==> src/rtl/mm_iddmm_arbiter_pkg.sv <==
// Shared types and helpers for the Montgomery-engine arbiter and the
// round-robin picker it uses.
package mm_iddmm_arbiter_pkg;

  typedef enum logic [1:0] {
    IDLE  = 2'd0,
    START = 2'd1,
    LOAD  = 2'd2,
    DRAIN = 2'd3
  } state_t;

  localparam int K_DEF = 128;
  localparam int N_DEF = 32;
  localparam int R_DEF = 2;

  // Widths for the default configuration; parameterised modules derive their own.
  localparam int CNT_W = $clog2(N_DEF + 1);
  localparam int OWN_W = $clog2(R_DEF);

  // Index that follows idx in a ring of r entries.
  function automatic int unsigned rr_next(input int unsigned idx, input int unsigned r);
    return (idx + 1 >= r) ? 0 : idx + 1;
  endfunction

endpackage

==> src/rtl/mm_iddmm_arbiter_rr_arbiter.sv <==
// Combinational round-robin picker: the first request found when searching
// ptr, ptr+1, ... mod R wins.
module rr_arbiter #(
  parameter int R     = 2,
  parameter int OWN_W = $clog2(R)
) (
  input  logic [R-1:0]     req,
  input  logic [OWN_W-1:0] ptr,
  output logic [R-1:0]     gnt,
  output logic [OWN_W-1:0] idx
);

  logic [OWN_W-1:0] cand [R];
  logic [R-1:0]     hit;

  genvar gi;
  generate
    for (gi = 0; gi < R; gi++) begin : g_cand
      assign cand[gi] = OWN_W'((int'(ptr) + gi) % R);
      assign hit[gi]  = req[cand[gi]];
    end
  endgenerate

  // Walk from the far end so the candidate nearest ptr is written last.
  always_comb begin
    idx = '0;
    for (int i = R - 1; i >= 0; i--) begin
      if (hit[i]) idx = cand[i];
    end
    gnt = (|hit) ? (R'(1) << idx) : '0;
  end

endmodule

==> src/rtl/mm_iddmm_arbiter.sv <==
// Shares one mm_iddmm_top Montgomery engine between R requesters: one whole
// N-word operation per grant, results routed back to the owner.
module mm_iddmm_arbiter
  import mm_iddmm_arbiter_pkg::*;
#(
  parameter int K = K_DEF,
  parameter int N = N_DEF,
  parameter int R = R_DEF
) (
  input  logic                  clk,
  input  logic                  rst_n,
  input  logic [R-1:0]          req_valid,
  output logic [R-1:0]          req_gnt,
  input  logic [R*K-1:0]        req_x,
  input  logic [R*K-1:0]        req_y,
  input  logic [R-1:0]          req_xy_valid,
  output logic [K-1:0]          rsp_data,
  output logic [R-1:0]          rsp_valid,
  output logic                  rsp_last,
  output logic                  busy,
  output logic [$clog2(R)-1:0]  owner,
  output logic                  err_stray,
  output logic                  mm_start,
  output logic [K-1:0]          mm_x,
  output logic                  mm_x_valid,
  output logic [K-1:0]          mm_y,
  output logic                  mm_y_valid,
  input  logic [K-1:0]          mm_result,
  input  logic                  mm_valid
);

  localparam int CW = $clog2(N + 1);
  localparam int OW = $clog2(R);
  localparam logic [CW-1:0] N_CNT = CW'(N);
  localparam logic [CW-1:0] N_M1  = CW'(N - 1);

  state_t          state_reg, state_next;
  logic [OW-1:0]   owner_reg, owner_next;
  logic [OW-1:0]   ptr_reg, ptr_next;
  logic [CW-1:0]   op_cnt_reg, op_cnt_next, op_cnt_inc;
  logic [CW-1:0]   rs_cnt_reg, rs_cnt_next, rs_cnt_inc;
  logic [R-1:0]    arb_gnt;
  logic [OW-1:0]   arb_idx;
  logic            accept, res_in, release_now, in_op;
  logic [K-1:0]    own_x, own_y;

  logic [R-1:0]    req_gnt_reg, req_gnt_next;
  logic [K-1:0]    rsp_data_reg, rsp_data_next;
  logic [R-1:0]    rsp_valid_reg, rsp_valid_next;
  logic            rsp_last_reg, rsp_last_next;
  logic            busy_reg, busy_next;
  logic            err_stray_reg, err_stray_next;
  logic            mm_start_reg, mm_start_next;
  logic [K-1:0]    mm_x_reg, mm_x_next;
  logic [K-1:0]    mm_y_reg, mm_y_next;
  logic            xy_valid_reg, xy_valid_next;

  rr_arbiter #(
    .R     (R),
    .OWN_W (OW)
  ) u_rr (
    .req (req_valid),
    .ptr (ptr_reg),
    .gnt (arb_gnt),
    .idx (arb_idx)
  );

  assign own_x  = req_x[owner_reg*K +: K];
  assign own_y  = req_y[owner_reg*K +: K];
  assign in_op  = (state_reg == LOAD) || (state_reg == DRAIN);
  assign accept = (state_reg == LOAD) && req_gnt_reg[owner_reg] && req_xy_valid[owner_reg];
  assign res_in = mm_valid && in_op;

  // Release is judged on the post-increment counts so the last operand and
  // the last result may land on the same edge.
  assign op_cnt_inc  = op_cnt_reg + CW'(accept);
  assign rs_cnt_inc  = rs_cnt_reg + CW'(res_in);
  assign release_now = in_op && (op_cnt_inc == N_CNT) && (rs_cnt_inc == N_CNT);

  always_comb begin
    op_cnt_next = op_cnt_inc;
    rs_cnt_next = rs_cnt_inc;
    if ((state_reg == IDLE) || release_now) begin
      op_cnt_next = '0;
      rs_cnt_next = '0;
    end
  end

  // State register
  always_ff @(posedge clk or negedge rst_n) begin
    if (!rst_n) begin
      state_reg  <= IDLE;
      owner_reg  <= '0;
      ptr_reg    <= '0;
      op_cnt_reg <= '0;
      rs_cnt_reg <= '0;
    end else begin
      state_reg  <= state_next;
      owner_reg  <= owner_next;
      ptr_reg    <= ptr_next;
      op_cnt_reg <= op_cnt_next;
      rs_cnt_reg <= rs_cnt_next;
    end
  end

  // Next-state logic
  always_comb begin
    state_next = state_reg;
    owner_next = owner_reg;
    ptr_next   = ptr_reg;
    case (state_reg)
      IDLE: begin
        if (|arb_gnt) begin
          state_next = START;
          owner_next = arb_idx;
        end
      end
      START: state_next = LOAD;
      LOAD: begin
        if (release_now)               state_next = IDLE;
        else if (op_cnt_inc == N_CNT)  state_next = DRAIN;
      end
      DRAIN: begin
        if (release_now) state_next = IDLE;
      end
      default: state_next = IDLE;
    endcase
    if (release_now) ptr_next = OW'(rr_next(int'(owner_reg), R));
  end

  // Output logic: values every output register takes on the next edge.
  always_comb begin
    mm_start_next  = (state_next == START);
    busy_next      = (state_next != IDLE);
    req_gnt_next   = (state_next == LOAD) ? (R'(1) << owner_next) : '0;
    xy_valid_next  = accept;
    mm_x_next      = accept ? own_x : mm_x_reg;
    mm_y_next      = accept ? own_y : mm_y_reg;
    rsp_valid_next = res_in ? (R'(1) << owner_reg) : '0;
    rsp_data_next  = res_in ? mm_result : rsp_data_reg;
    rsp_last_next  = res_in && (rs_cnt_reg == N_M1);
    err_stray_next = mm_valid && !in_op;
  end

  always_ff @(posedge clk or negedge rst_n) begin
    if (!rst_n) begin
      mm_start_reg  <= 1'b0;
      busy_reg      <= 1'b0;
      req_gnt_reg   <= '0;
      xy_valid_reg  <= 1'b0;
      mm_x_reg      <= '0;
      mm_y_reg      <= '0;
      rsp_valid_reg <= '0;
      rsp_data_reg  <= '0;
      rsp_last_reg  <= 1'b0;
      err_stray_reg <= 1'b0;
    end else begin
      mm_start_reg  <= mm_start_next;
      busy_reg      <= busy_next;
      req_gnt_reg   <= req_gnt_next;
      xy_valid_reg  <= xy_valid_next;
      mm_x_reg      <= mm_x_next;
      mm_y_reg      <= mm_y_next;
      rsp_valid_reg <= rsp_valid_next;
      rsp_data_reg  <= rsp_data_next;
      rsp_last_reg  <= rsp_last_next;
      err_stray_reg <= err_stray_next;
    end
  end

  assign mm_start   = mm_start_reg;
  assign busy       = busy_reg;
  assign owner      = owner_reg;
  assign req_gnt    = req_gnt_reg;
  assign mm_x       = mm_x_reg;
  assign mm_y       = mm_y_reg;
  assign mm_x_valid = xy_valid_reg;
  assign mm_y_valid = xy_valid_reg;
  assign rsp_valid  = rsp_valid_reg;
  assign rsp_data   = rsp_data_reg;
  assign rsp_last   = rsp_last_reg;
  assign err_stray  = err_stray_reg;

endmodule
==> config.mk <==
export PLATFORM = sky130hd
export DESIGN_NAME = mm_iddmm_arbiter
export DESIGN_NICKNAME = d
export VERILOG_FILES = /design/src/rtl/mm_iddmm_arbiter_pkg.sv /design/src/rtl/mm_iddmm_arbiter_rr_arbiter.sv /design/src/rtl/mm_iddmm_arbiter.sv
export SDC_FILE = /design/constraint.sdc
export NUM_CORES = 1
export LEC_CHECK = 0
export BUFFER_PORTS_ARGS = -buffer_cell sky130_fd_sc_hd__buf_2
export CELL_PAD_IN_SITES_DETAIL_PLACEMENT = 1
export CELL_PAD_IN_SITES_GLOBAL_PLACEMENT = 2
export CORE_AREA = 3 3 403 405
export DETAILED_ROUTE_END_ITERATION = 8
export DIE_AREA = 0 0 406 408
export PLACE_DENSITY = 0.44
export SLEW_MARGIN = 10
export SYNTH_ARGS = -nofsm -noshare
export SYNTH_HDL_FRONTEND = slang
export SYNTH_SLANG_ARGS = --single-unit
==> constraint.sdc <==
create_clock -name clk -period 4.5 [get_ports clk]
set_clock_uncertainty 0.2 [all_clocks]
set_input_delay 0.675 -clock clk [delete_from_list [all_inputs] [get_ports clk]]
set_output_delay 0.675 -clock clk [all_outputs]
set_load 0.03 [all_outputs]
==> run summary <==
The run finished with clean final reports. The most frequently used cell type in the post-synthesis netlist is dfrtp_1. The most used cell along the critical path is ha_1. Setup repair after global routing left no endpoint under its margin.

The final period utilization is 73.7%. The number of global-route vias before repair came out at 17,200. The number of enable-type register cells in the synthesized netlist is 0. The power per cell area came out at 641 nW/um^2.

Measured against its own limit, the worst slew margin works out to 28.9%. The critical path's slowest cell is or4_4. The biggest area contributor in the post-synthesis netlist is dfrtp_1.

The critical path is of the flip-flop to flip-flop type. The number of buffers added on ports is 1,041. The synthesized netlist devotes 0.504% of its cell area to XOR and XNOR gates. The share of cells above drive strength 1 is 48.3%. The I/O pin count came out at 1,042. The number of CTS-inserted buffers came out at 55.

The slew at the pin closest to its max-slew limit came out at 1.07 ns. The routed wire length on met2 came out at 50.7 mm. The number of max-cap violations came out at 0. The H-tree level count came out at 2. The clock tree from TritonCTS is yes. The standard cell area after detailed placement is 25,100 sq um. The total nets after synthesis is 2,138. Clock tree synthesis selected as its root buffer the cell clkbuf_16. The total routing usage reported by global routing is 11.8%. The final count of pins violating max slew is 0. The area overhead of the layout relative to synthesis came out at 62.2%. The initial antenna violation count came out at 75. The worst min-delay path class is input pin to flip-flop. The initial standard-cell utilization of the core came out at 11.0%. The multiplexer share of the synthesized area came out at 23.1%. In the final timing run, aggregate negative setup slack is 0 ns.

The maximum clock frequency is 302 MHz. The last weighted congestion value of the routability-driven placer came out at 0.814. The total of cells resized after clock tree synthesis came out at 0.

Walking the worst path, the cells encountered are nand3b_1 -> a21oi_4 -> ha_1 -> ha_1 -> nand4_1 -> a311o_1 -> or4_4 -> o31ai_4 -> nor2_1. The final number of hold-violating endpoints was 0. The number of detailed-routing iterations run before antenna repair is 4. The die boundary height is 408 microns. The total overflow left after global routing is 0. The most frequently used flop master after synthesis is dfrtp_1. After synthesis, the largest family of logic cells by area is multiplexers. The final layout contains routed wiring with a total length of 101 mm. The floorplan has 146 rows. After legalization and detailed placement, the total HPWL measured 82.7 mm. The final critical-path required period came out at 3.32 ns. Of the total synthesized cell area, the portion taken by AND, OR, NAND and NOR gates is 6.94%.

Data on the critical path is required at its endpoint by 4.80 ns. The maximum cell stage delay along the critical path came out at 0.53 ns. The die outline area is 166,000 sq um. For this block, the initial DRC count from the detailed router was 687. The clock latency on the worst-skew pair came out at 0.64 ns. The number of clock sinks came out at 409.

The post-placement worst setup slack came out at 0.938 ns. The leakage dissipation came out at 13.3 nW. STA classifies the critical path endpoint as a flip-flop. Counting every instance in the synthesized netlist gives 1,487. The maximum clock insertion buffer count is 3. The distinct cell type count after synthesis came out at 34. The synthesized flop and latch total came out at 409. The synthesis warning total is 0. IR analysis of the VDD net gives a maximum drop of 250 uV. The core box area is 159,000 sq um. In the synthesized netlist, the cells that appear most often are 409 x dfrtp_1, 266 x nor2_1, 259 x a21oi_1, 257 x mux2i_1, 128 x mux2_2. The proportion of synthesized chip area in sequential cells came out at 58.9%.

The fraction of the mapped netlist area in compound gates is 7.94%. The via count of the routed design is 16,000. The x dimension of the die came out at 406 microns.

The routed design uses 8.83 mm of met3 wire. The remaining design rule violation count came out at 0. The data arrival time of the worst path came out at 3.62 ns. The number of cells in the finished layout apart from fillers came out at 4,755.

The final layout contains 3,264 nets. In the routed layout, each cell is associated on average with a via count of 3.36. For this block, wires on met1 add up to 38.1 mm. The worst setup path is launched from a flip-flop. The share of synthesized registers carrying an async set or reset came out at 100%. The synthesized area is 17,400 sq um. With fillers left out, the area of the finished cells amounts to 28,200 sq um. Ranked by total cell area, the synthesized netlist is headed by dfrtp_1 59%, mux2i_1 15%, mux2_2 8.3%, a21oi_1 7.5%, nor2_1 5.7%. Setup violations remaining at the end of the flow were counted as 0. The worst path meets setup with 1.18 ns of slack. The first-pass GRT wire length came out at 137 mm.

Counting tap cells, the placed design contains a total of 4,519 instances. The top metal layer carrying routed signals is met5. The maximum fanout along the worst path came out at 9. The post-detailed-route count of antenna-violating nets is 0. Dividing the synthesized area by the synthesized cell count gives 11.7 sq um. The clock input transition at the sequential cells of the worst setup and hold paths came out at 0.06 ns. After Yosys synthesis, full adders, half adders and majority gates account for 0.288% of the synthesized area. The detailed-route wire length per cell came out at 21.3 microns. The maximum number of pins on one net before global-route repair is 194. The fraction of post-synthesis cell area in the top cell type by area came out at 58.9%.
## critical path: cells and delay by family (launching register included)
kind	cells	cell delay (ns)
DFF	1	0.50
adders and majority gates	2	0.48
AOI/OAI and AO/OA	3	1.02
and+or+nand+nor	4	0.98
## layer usage
layer | vias up | GRT usage (%)
li1 | 7462 | -
met1 | 7624 | 13.0
met2 | 643 | 20.7
met3 | 203 | 4.24
met4 | 42 | 4.13
met5 | - | 0
## final timing paths
path,start,end,slack [ns],cells after the start
max reg2reg,owner,rs_cnt_reg[2],1.18,9
max,owner,rs_cnt_reg[2],1.18,9
min in group asynchronous,rst_n,rsp_data[19],0.49,2
max in group asynchronous,rst_n,mm_x[70],2.50,3
min,mm_result[125],rsp_data[125],0.08,2
min reg2reg,rsp_data[34],rsp_data[34],0.30,1
## stage by stage
step	total power, mW	utilization, %	hold WS, ns
after CTS	18.5	17.7	0.00672
final	18.1	17.8	0.0817
after floorplan	10.4	-	0.179
after detailed placement	13.5	15.8	0.288
after global placement	13.4	15.8	0.284
after global routing	19.3	17.7	0.0222
## repair_timing
action	4_1_cts	5_1_grt
hold buffers	109	0
buffers inserted	0	0
endpoints found under the hold margin	188	0
## placed cells by master (no fill, tap or decap), types with 6 or more instances in the layout
cell type	netlist	final
a21oi_1	259	258
buf_12	0	8
buf_2	1	1040
buf_4	1	13
bufinv_16	0	6
clkbuf_1	89	16
clkbuf_16	0	55
clkbuf_8	0	15
clkinv_2	0	7
dfrtp_1	409	408
diode_2	0	23
dlygate4sd3_1	0	109
inv_1	7	7
mux2_2	128	128
mux2i_1	257	257
nand3_1	6	6
nor2_1	266	266
nor2b_1	7	7
## layout make-up
type | count | area [sq um]
repair buffers | 1171 | 6570
inverters | 7 | 26.3
diodes | 23 | 57.6
well taps | 2072 | 2590
flip-flops and latches | 409 | 10200
clock inverters | 18 | 312
clock buffers | 86 | 1640
multi-input cells | 969 | 6760
fillers | 18600 | 131000
## report_power, final
part / switching (mW) / internal [mW] / total [mW]
Combinational: 5.28 / 2.29 / 7.56
Sequential: 0.764 / 5.00 / 5.76
Clock: 1.88 / 2.86 / 4.75
Total: 7.93 / 10.1 / 18.1
## logic make-up (layout without fill, tap and decap cells)
logic type               count (synthesis)  in the layout
AND/OR/NAND/NOR                        301            301
flip-flops                             409            409
multiplexers                           385            385
AO/OA/AOI/OAI                          269            269
buffers and inverters                  109           1282
XOR/XNOR                                10             10
other                                    0             23
adder cells (fa/ha/maj)                  4              4
Power figures use the tool's default switching activity.
